==> config.mk <==
export PLATFORM = sky130hd
export DESIGN_NAME = hazard_unit_flat
export DESIGN_NICKNAME = d
export VERILOG_FILES = /design/src/rtl/riscv_pkg.sv /design/src/rtl/hazard_unit_if.sv /design/src/rtl/hazard_perf_cnt.sv /design/src/rtl/hazard_unit.sv /design/src/flat_wrapper.sv
export SDC_FILE = /design/constraint.sdc
export NUM_CORES = 1
export LEC_CHECK = 0
export ABC_AREA = 1
export CAP_MARGIN = 20
export CORE_AREA = 2 2 39 41
export DETAILED_ROUTE_END_ITERATION = 8
export DIE_AREA = 0 0 41 43
export GPL_TIMING_DRIVEN = 0
export PLACE_DENSITY = 0.73
export SETUP_SLACK_MARGIN = 0.1
export SLEW_MARGIN = 20
export SYNTH_ARGS = -nofsm -noshare
export SYNTH_HDL_FRONTEND = slang
export SYNTH_HIERARCHICAL = 1
export SYNTH_SLANG_ARGS = --single-unit
==> constraint.sdc <==
create_clock -name clk_i -period 3.2 [get_ports clk_i]
set_clock_uncertainty 0.2 [all_clocks]
set_input_delay 0.48 -clock clk_i [delete_from_list [all_inputs] [get_ports clk_i]]
set_output_delay 0.48 -clock clk_i [all_outputs]
set_load 0.1 [all_outputs]
==> src/rtl/riscv_pkg.sv <==
// riscv_pkg: shared types and constants for the pipeline control blocks.
// Holds the hazard FSM state encoding and the hard-wired zero register id.
package riscv_pkg;

  localparam logic [4:0] REG_ZERO = 5'd0;

  typedef enum logic [1:0] {
    IDLE    = 2'b00,
    MC_BUSY = 2'b01,
    FLUSH   = 2'b10
  } hazard_state_t;

endpackage

==> src/rtl/hazard_unit_if.sv <==
// hazard_unit_if: pipeline <-> hazard unit bundle (ID/EX status in, controls out).
// master = pipeline side, slave = hazard unit side.
interface hazard_unit_if;

  logic [4:0] id_rs1_i;
  logic [4:0] id_rs2_i;
  logic       id_uses_rs1_i;
  logic       id_uses_rs2_i;
  logic       ex_mem_read_i;
  logic [4:0] ex_rd_i;
  logic       ex_branch_taken_i;
  logic       ex_mc_start_i;
  logic       ex_mc_done_i;
  logic       pc_stall_o;
  logic       if_id_stall_o;
  logic       id_ex_bubble_o;
  logic       if_id_flush_o;
  logic       id_ex_flush_o;
  logic       ex_stall_o;
  logic [1:0] state_o;

  modport master (
    output id_rs1_i, id_rs2_i,
    output id_uses_rs1_i, id_uses_rs2_i,
    output ex_mem_read_i, ex_rd_i,
    output ex_branch_taken_i,
    output ex_mc_start_i, ex_mc_done_i,
    input  pc_stall_o, if_id_stall_o,
    input  id_ex_bubble_o,
    input  if_id_flush_o, id_ex_flush_o,
    input  ex_stall_o, state_o
  );

  modport slave (
    input  id_rs1_i, id_rs2_i,
    input  id_uses_rs1_i, id_uses_rs2_i,
    input  ex_mem_read_i, ex_rd_i,
    input  ex_branch_taken_i,
    input  ex_mc_start_i, ex_mc_done_i,
    output pc_stall_o, if_id_stall_o,
    output id_ex_bubble_o,
    output if_id_flush_o, id_ex_flush_o,
    output ex_stall_o, state_o
  );

endinterface

==> src/rtl/hazard_perf_cnt.sv <==
// hazard_perf_cnt: 32-bit saturating event counter with synchronous clear.
// Ports: clk_i, clear_i (sync), en_i (count this cycle), count_o.
module hazard_perf_cnt (
  input  logic        clk_i,
  input  logic        clear_i,
  input  logic        en_i,
  output logic [31:0] count_o
);

  logic [31:0] cnt_q;
  logic [31:0] cnt_d;

  always_comb begin
    cnt_d = cnt_q;
    if (clear_i) begin
      cnt_d = '0;
    end else if (en_i && (cnt_q != '1)) begin
      cnt_d = cnt_q + 32'd1;
    end
  end

  always_ff @(posedge clk_i) begin
    cnt_q <= cnt_d;
  end

  assign count_o = cnt_q;

endmodule

==> src/rtl/hazard_unit.sv <==
// hazard_unit: load-use stall, branch flush and multicycle-EX stall control.
// Ports: clk_i, rst_ni (sync, low), hz (slave); stall_cycles_o if HAZARD_PERF_CNT_EN.
module hazard_unit
  import riscv_pkg::*;
(
  input  logic        clk_i,
  input  logic        rst_ni,
  hazard_unit_if.slave hz
`ifdef HAZARD_PERF_CNT_EN
  ,
  output logic [31:0] stall_cycles_o
`endif
);

  hazard_state_t state_q;
  hazard_state_t state_d;

  logic load_use;
  logic pc_stall;
  logic if_id_stall;
  logic bubble;
  logic if_id_flush;
  logic id_ex_flush;
  logic ex_stall;

  always_comb begin
    load_use = 1'b0;
    if (hz.ex_mem_read_i && (hz.ex_rd_i != REG_ZERO)) begin
      load_use =
        (hz.id_uses_rs1_i && (hz.ex_rd_i == hz.id_rs1_i)) ||
        (hz.id_uses_rs2_i && (hz.ex_rd_i == hz.id_rs2_i));
    end
  end

  always_comb begin
    state_d     = state_q;
    pc_stall    = 1'b0;
    if_id_stall = 1'b0;
    bubble      = 1'b0;
    if_id_flush = 1'b0;
    id_ex_flush = 1'b0;
    ex_stall    = 1'b0;
    unique case (state_q)
      IDLE: begin
        // branch beats multicycle start beats load-use
        if (hz.ex_branch_taken_i) begin
          if_id_flush = 1'b1;
          id_ex_flush = 1'b1;
          state_d     = FLUSH;
        end else if (hz.ex_mc_start_i && !hz.ex_mc_done_i) begin
          pc_stall    = 1'b1;
          if_id_stall = 1'b1;
          ex_stall    = 1'b1;
          state_d     = MC_BUSY;
        end else if (load_use) begin
          pc_stall    = 1'b1;
          if_id_stall = 1'b1;
          bubble      = 1'b1;
        end
      end
      MC_BUSY: begin
        if (hz.ex_mc_done_i) begin
          state_d = IDLE;
        end else begin
          pc_stall    = 1'b1;
          if_id_stall = 1'b1;
          ex_stall    = 1'b1;
        end
      end
      FLUSH: begin
        state_d = IDLE;
      end
      default: begin
        state_d = IDLE;
      end
    endcase
  end

  always_ff @(posedge clk_i) begin
    if (!rst_ni) begin
      state_q <= IDLE;
    end else begin
      state_q <= state_d;
    end
  end

  // outputs are forced low while reset is held, whatever the state
  assign hz.pc_stall_o     = rst_ni & pc_stall;
  assign hz.if_id_stall_o  = rst_ni & if_id_stall;
  assign hz.id_ex_bubble_o = rst_ni & bubble;
  assign hz.if_id_flush_o  = rst_ni & if_id_flush;
  assign hz.id_ex_flush_o  = rst_ni & id_ex_flush;
  assign hz.ex_stall_o     = rst_ni & ex_stall;
  assign hz.state_o        = rst_ni ? state_q : IDLE;

`ifdef HAZARD_PERF_CNT_EN
  hazard_perf_cnt u_perf (
    .clk_i   (clk_i),
    .clear_i (!rst_ni),
    .en_i    (hz.pc_stall_o),
    .count_o (stall_cycles_o)
  );
`endif

endmodule

==> src/flat_wrapper.sv <==
// flat-port wrapper written by rule: the top's interface ports become plain ports
module hazard_unit_flat import riscv_pkg::*;
  (clk_i, rst_ni, hz_id_rs1_i, hz_id_rs2_i, hz_id_uses_rs1_i, hz_id_uses_rs2_i, hz_ex_mem_read_i, hz_ex_rd_i, hz_ex_branch_taken_i, hz_ex_mc_start_i, hz_ex_mc_done_i, hz_pc_stall_o, hz_if_id_stall_o, hz_id_ex_bubble_o, hz_if_id_flush_o, hz_id_ex_flush_o, hz_ex_stall_o, hz_state_o);
  hazard_unit_if hz_i ();
  input  logic clk_i;
  input  logic rst_ni;
  input wire logic [$bits(hz_i.id_rs1_i)-1:0] hz_id_rs1_i;
  input wire logic [$bits(hz_i.id_rs2_i)-1:0] hz_id_rs2_i;
  input wire logic [$bits(hz_i.id_uses_rs1_i)-1:0] hz_id_uses_rs1_i;
  input wire logic [$bits(hz_i.id_uses_rs2_i)-1:0] hz_id_uses_rs2_i;
  input wire logic [$bits(hz_i.ex_mem_read_i)-1:0] hz_ex_mem_read_i;
  input wire logic [$bits(hz_i.ex_rd_i)-1:0] hz_ex_rd_i;
  input wire logic [$bits(hz_i.ex_branch_taken_i)-1:0] hz_ex_branch_taken_i;
  input wire logic [$bits(hz_i.ex_mc_start_i)-1:0] hz_ex_mc_start_i;
  input wire logic [$bits(hz_i.ex_mc_done_i)-1:0] hz_ex_mc_done_i;
  output wire logic [$bits(hz_i.pc_stall_o)-1:0] hz_pc_stall_o;
  output wire logic [$bits(hz_i.if_id_stall_o)-1:0] hz_if_id_stall_o;
  output wire logic [$bits(hz_i.id_ex_bubble_o)-1:0] hz_id_ex_bubble_o;
  output wire logic [$bits(hz_i.if_id_flush_o)-1:0] hz_if_id_flush_o;
  output wire logic [$bits(hz_i.id_ex_flush_o)-1:0] hz_id_ex_flush_o;
  output wire logic [$bits(hz_i.ex_stall_o)-1:0] hz_ex_stall_o;
  output wire logic [$bits(hz_i.state_o)-1:0] hz_state_o;
  assign hz_i.id_rs1_i = hz_id_rs1_i;
  assign hz_i.id_rs2_i = hz_id_rs2_i;
  assign hz_i.id_uses_rs1_i = hz_id_uses_rs1_i;
  assign hz_i.id_uses_rs2_i = hz_id_uses_rs2_i;
  assign hz_i.ex_mem_read_i = hz_ex_mem_read_i;
  assign hz_i.ex_rd_i = hz_ex_rd_i;
  assign hz_i.ex_branch_taken_i = hz_ex_branch_taken_i;
  assign hz_i.ex_mc_start_i = hz_ex_mc_start_i;
  assign hz_i.ex_mc_done_i = hz_ex_mc_done_i;
  assign hz_pc_stall_o = hz_i.pc_stall_o;
  assign hz_if_id_stall_o = hz_i.if_id_stall_o;
  assign hz_id_ex_bubble_o = hz_i.id_ex_bubble_o;
  assign hz_if_id_flush_o = hz_i.if_id_flush_o;
  assign hz_id_ex_flush_o = hz_i.id_ex_flush_o;
  assign hz_ex_stall_o = hz_i.ex_stall_o;
  assign hz_state_o = hz_i.state_o;
  hazard_unit u_core (.clk_i(clk_i), .rst_ni(rst_ni), .hz(hz_i));
endmodule
==> reports/qor.csv, run 1 <==
metric,value,unit
Maximum Capacitance Violations,0,
num rows,14,
Final #Nets,140,
WP depth,4,
Pwr Total,179,uW
Synth cell types,13,
Bufs and invs on worst path,3,
worst slew pin tran,963,ps
Fill cells,163,
total routed wirelength,969,um
Final setup viols,0,
Clock Latency Late Sink,230,ps
CP Class,in -> out,
hold endpoint,u_core/state_q[1]$_SDFFE_PN0P_,
R2R cell count,5,
"Most flops, register",u_core/state_q,
Boundary Pins,31,
full die area,0.00176,sq mm
Max H-tree Level,1,
Max Clk Rate,339,MHz
post-synth design cell area,369,sq um
required time of the critical path,2520,ps
crit path max fanout,5,
CP Cell Sequence,clkdlybuf4s50_1 > nand2_1 > inv_1 > clkdlybuf4s50_1,
Die Ht,43,um
WHS Path Cells,3,
via count,506,
"Largest stage delay, worst path",1120,ps
post-route design area,693,sq um
Worst Setup Start Kind,input port,
outcome,completed,
Slew headroom,35.6,%
Placed Area,689,sq um
DRC violations left,0,
Min-Delay Startpoint,u_core/state_q[1]$_SDFFE_PN0P_,
worst r2r src,u_core/state_q[0]$_SDFFE_PN0P_,
IO buf count,30,
GPL Wtd Cong,0.719,
leakage,0.435,nW
post-route minimum period,2950,ps
FF-to-FF End,u_core/state_q[0]$_SDFFE_PN0P_,
"Warnings, synthesis",6,
placed insts,128,
total core area,0.00138,sq mm
FF-to-FF setup slack,2140,ps
number of global-route vias before repair,407,
ANT cells,0,
WL per Instance,7.40,um
share of cells above drive strength 1,14.8,%
"Largest delay share family, worst path",buffers and inverters,
post-synthesis net count,105,
DR iter-0 viols,6,
dpl hpwl,818,um
Post-Syn Area per Cell,4.50,sq um
Initial Util,26.7,%
Root Buffer,clkbuf_4,
peak supply drop,0.148,mV
Crit. End Element,output port,
first-pass GRT wire length,1.55,mm
most frequent CP cell,clkdlybuf4s50_1,
overall fraction of global-route tracks in use,12.9,%
synthesized instance count,82,
max-slew violations,0,
Yosys reg bits,2,
quantity of hold-fixing buffers added after cts,0,
Hold Crit Class,reg -> reg,
Final Cycle Share,92.3,%
aggregate global routing overflow,0,
max reg flops,2,
via density per instance,3.86,
CTS max path bufs,2,
Clock transition at path regs,30,ps
TritonCTS clock tree,yes,
Clock Sinks,2,
die width,41,um
slowest CP cell,clkdlybuf4s50_1,
PD cells,258,mW/mm^2
Synth-to-Final Area Change,87.8,%
final-report hold violation count,0,
post-route ant nets,0,
largest net degree at the start of global routing,6,
Num CTS Buffers,3,
Layout Cells excl Fill,131,
post-synthesis sequential area ratio,10.8,%
worst endpoint data arrival time,2270,ps
RSZ-0062 raised after global routing,no,
initial antenna violation count,0,
Largest regs,u_core/state_q: 2 flops,
Pre-Repair DR Iteration Count,4,
worst max-delay path by stage:
stage | from | to | slack [ps]
4_1_cts | hz_ex_rd_i[4] | hz_pc_stall_o | 10
6_report | rst_ni | hz_state_o[1] | 250
3_3_place_gp | hz_ex_rd_i[4] | hz_pc_stall_o | -260
2_1_floorplan | hz_ex_branch_taken_i | hz_if_id_flush_o | 200
5_1_grt | hz_ex_mc_done_i | hz_ex_stall_o | 150
3_5_place_dp | hz_ex_rd_i[4] | hz_pc_stall_o | -270
layout make-up:
type	count	area (sq um)	area share, %
sequential	2	40.0	5.78
clock buffer	3	22.5	3.25
inverter	21	78.8	11.4
tap	16	20.0	2.89
multi-input combinational	57	235	33.9
buffer	2	15.0	2.17
timing repair buffer	30	282	40.6
stage by stage:
step                      TNS [ps]  setup WS (ps)  util [%]  hold WS (ps)
after global placement        -583           -255      49.8           355
after CTS                        0           14.7      51.0           368
final                            0            247      50.1           363
after detailed placement      -628           -265      49.8           362
after global routing             0            145      50.1           398
after floorplan                  0            204         -           324
repair_timing:
item / in CTS / in global routing
gates resized for setup: 7 / 5
setup endpoints to repair: 6 / 3
setup buffers: 0 / 0
metal layers:
layer | track usage, % | part of all wire [%] | vias up
li1 | - | - | 300
met1 | 17.9 | 49 | 188
met2 | 17.2 | 44 | 16
met3 | 1.57 | 5.2 | 2
met4 | 10.0 | 2.1 | 0
met5 | 0 | 0 | -
worst reg2reg max path, delay by kind of cell (launching register included):
family / cells / cell delay [ps]
buffers and inverters: 1 / 60
AOI/OAI and AO/OA: 1 / 70
and+or+nand+nor: 3 / 350
DFF: 1 / 320
power breakdown:
group	total, mW	leakage (nW)	internal (mW)	switching [mW]
Clock	0.0587	0.0138	0.0416	0.0171
Combinational	0.0924	0.405	0.0388	0.0537
Sequential	0.0274	0.0164	0.0264	0.00104
Total	0.179	0.435	0.107	0.0718
synthesized netlist by cell type:
cell	instances	area, sq um
inv_1	16	60.1
buf_4	2	15.0
nor3_1	1	5.00
nand3_1	3	15.0
nand2_1	36	135
a21oi_2	1	8.76
nor2_1	11	41.3
dfxtp_1	2	40.0
nor2_2	2	12.5
inv_2	5	18.8
o21ai_0	1	5.00
nand2_2	1	6.26
nand4_1	1	6.26
kinds of logic (layout without fill, tap and decap cells):
family,after synthesis,after routing,synth area share (%)
AO/OA/AOI/OAI,2,2,3.73
buffers and inverters,23,56,25.4
flip-flops,2,2,10.8
AND/OR/NAND/NOR,55,55,60.0
placed cells by master (no fill, tap or decap):
cell type and instances:
a21oi_2 1, buf_4 2, clkbuf_2 3, clkbuf_4 3
clkdlybuf4s50_1 24, dfxtp_1 2, dlygate4sd2_1 3, inv_1 16
inv_2 5, nand2_1 36, nand2_2 1, nand3_1 3
nand4_1 1, nor2_1 11, nor2_2 2, nor3_1 1
o21ai_0 1
(Power assumes the default switching activity.)
==> run 2, diff against run 1 <==
Settings changed: GPL_TIMING_DRIVEN 0 to unset.
==> reports/qor.csv, run 2 (synthesized netlist as in run 1, its figures left out) <==
metric,value,unit,change
Synth-to-Final Area Change,93.6,%,
Root Buffer,clkbuf_4,,
Max Clk Rate,396,MHz,+17%
via count,516,,+2.0%
number of global-route vias before repair,423,,+3.9%
Clock Sinks,2,,unchanged
peak supply drop,0.155,mV,+4.5%
post-route minimum period,2530,ps,-425 ps
Pre-Repair DR Iteration Count,3,,-1
share of cells above drive strength 1,17.7,%,+2.9 points
leakage,0.433,nW,-0.50%
post-route ant nets,0,,unchanged
post-CTS setup buffers,0,,unchanged
ANT cells,0,,unchanged
PD cells,250,mW/mm^2,-2.8%
Worst Setup Start Kind,input port,,
Crit. End Element,output port,,
Layout Cells excl Fill,129,,-1.5%
DRC violations left,0,,unchanged
Post-CTS Resized,0,,-7
placed insts,126,,-1.6%
initial antenna violation count,0,,unchanged
num rows,14,,unchanged
largest net degree at the start of global routing,6,,unchanged
CP Class,in -> out,,
first-pass GRT wire length,1.49,mm,-4.0%
WL per Instance,8.02,um,+8.5%
CTS max path bufs,2,,unchanged
RSZ-0062 raised after global routing,no,,
DR iter-0 viols,4,,-2
FF-to-FF End,u_core/state_q[0]$_SDFFE_PN0P_,,
Die Ht,43,um,unchanged
WHS Path Cells,3,,unchanged
Final setup viols,0,,unchanged
Slew headroom,81.5,%,+46 points
crit path max fanout,5,,unchanged
outcome,completed,,
Boundary Pins,31,,unchanged
die width,41,um,unchanged
IO buf count,30,,unchanged
"most common cell after layout, fill and taps aside",nand2_1,,
"Most flops, register",u_core/state_q,,
overall fraction of global-route tracks in use,12.7,%,-0.21 points
Clock transition at path regs,30,ps,about the same
Max H-tree Level,1,,unchanged
TritonCTS clock tree,yes,,
hold endpoint,u_core/state_q[1]$_SDFFE_PN0P_,,
required time of the critical path,2520,ps,about the same
via density per instance,4.00,,+3.6%
Clock Latency Late Sink,220,ps,about the same
aggregate global routing overflow,0,,unchanged
dpl hpwl,878,um,+7.4%
total routed wirelength,1.04,mm,+6.8%
quantity of hold-fixing buffers added after cts,0,,unchanged
worst endpoint data arrival time,1850,ps,-420 ps
GPL Wtd Cong,0.721,,+0.26%
worst r2r src,u_core/state_q[0]$_SDFFE_PN0P_,,
worst slew pin tran,280,ps,-683 ps
Pwr Total,179,uW,+0.15%
Final #Nets,138,,-1.4%
Num CTS Buffers,3,,unchanged
FF-to-FF setup slack,2150,ps,about the same
R2R cell count,5,,unchanged
Hold Crit Class,reg -> reg,,
Largest regs,u_core/state_q: 2 flops,,
max-slew violations,0,,unchanged
max reg flops,2,,unchanged
final-report hold violation count,0,,unchanged
Final Cycle Share,79.0,%,-13 points
"commonest non-fill, non-tap cells in the layout","nand2_1 (36), clkdlybuf4s50_1 (22), inv_1 (16)",,
total core area,0.00138,sq mm,unchanged
Maximum Capacitance Violations,0,,unchanged
setup TNS,0,ps,unchanged
Min-Delay Startpoint,u_core/state_q[1]$_SDFFE_PN0P_,,
Initial Util,26.7,%,unchanged
full die area,0.00176,sq mm,unchanged
run 2: changes by cell type in the layout (fill, tap and decap cells not counted), sizes merged:
cell | previous run | this run
buf | 2 | 8
clkbuf | 6 | 3
clkdlybuf4s50 | 24 | 22
dlygate4sd2 | 3 | 0
run 2: layout make-up:
type | instances | area (sq um)
multi-input combinational | 57 | 235
timing repair buffer | 30 | 318
sequential | 2 | 40.0
tap | 16 | 20.0
fill | 154 | 669
clock buffer | 3 | 22.5
inverter | 21 | 78.8
run 2: worst max-delay path, stage by stage:
cell,delay (ps)
clkdlybuf4s50_1,550
inv_2,40
nand2_1,50
nand2_1,60
nor2_1,100
nand3_1,70
nand2_1,70
nand2_2,60
nand2_1,170
buf_12,200
run 2: where the power goes:
group	internal [mW]	total [mW]	leakage (nW)	switching (mW)
Combinational	0.0411	0.0956	0.403	0.0545
Clock	0.0414	0.0558	0.0138	0.0145
Sequential	0.0264	0.0274	0.0164	0.00101
Total	0.109	0.179	0.433	0.0699
run 2: routing by layer:
metal | GRT usage, % | up-vias | routed length (um)
met4 | 12.0 | 0 | 14
li1 | - | 295 | -
met2 | 19.1 | 16 | 515
met1 | 15.3 | 203 | 441
met3 | 0 | 2 | 63
met5 | 0 | - | 0
run 2: how the worst max path moves through the flow:
| stage | start | endpoint | slack, ps | cells after the start |
|---|---|---|---|---|
| floorplan | hz_ex_branch_taken_i | hz_if_id_flush_o | 200 | 3 |
| global placement | hz_ex_rd_i[4] | hz_if_id_stall_o | 680 | 10 |
| detailed placement | hz_ex_rd_i[0] | hz_pc_stall_o | 650 | 10 |
| CTS | hz_ex_rd_i[0] | hz_pc_stall_o | 650 | 10 |
| global route | hz_ex_rd_i[2] | hz_pc_stall_o | 530 | 10 |
| finish | hz_ex_rd_i[0] | hz_pc_stall_o | 670 | 10 |
run 2: stage by stage:
step / utilization, % / instance area, sq um / setup slack (ps) / hold slack [ps]
floorplan: - / 369 / 204 / 324
global placement: 50.0 / 692 / 680 / 352
detailed placement: 50.0 / 692 / 653 / 349
CTS: 51.6 / 714 / 648 / 355
global route: 51.6 / 714 / 530 / 382
finish: 51.6 / 714 / 672 / 361
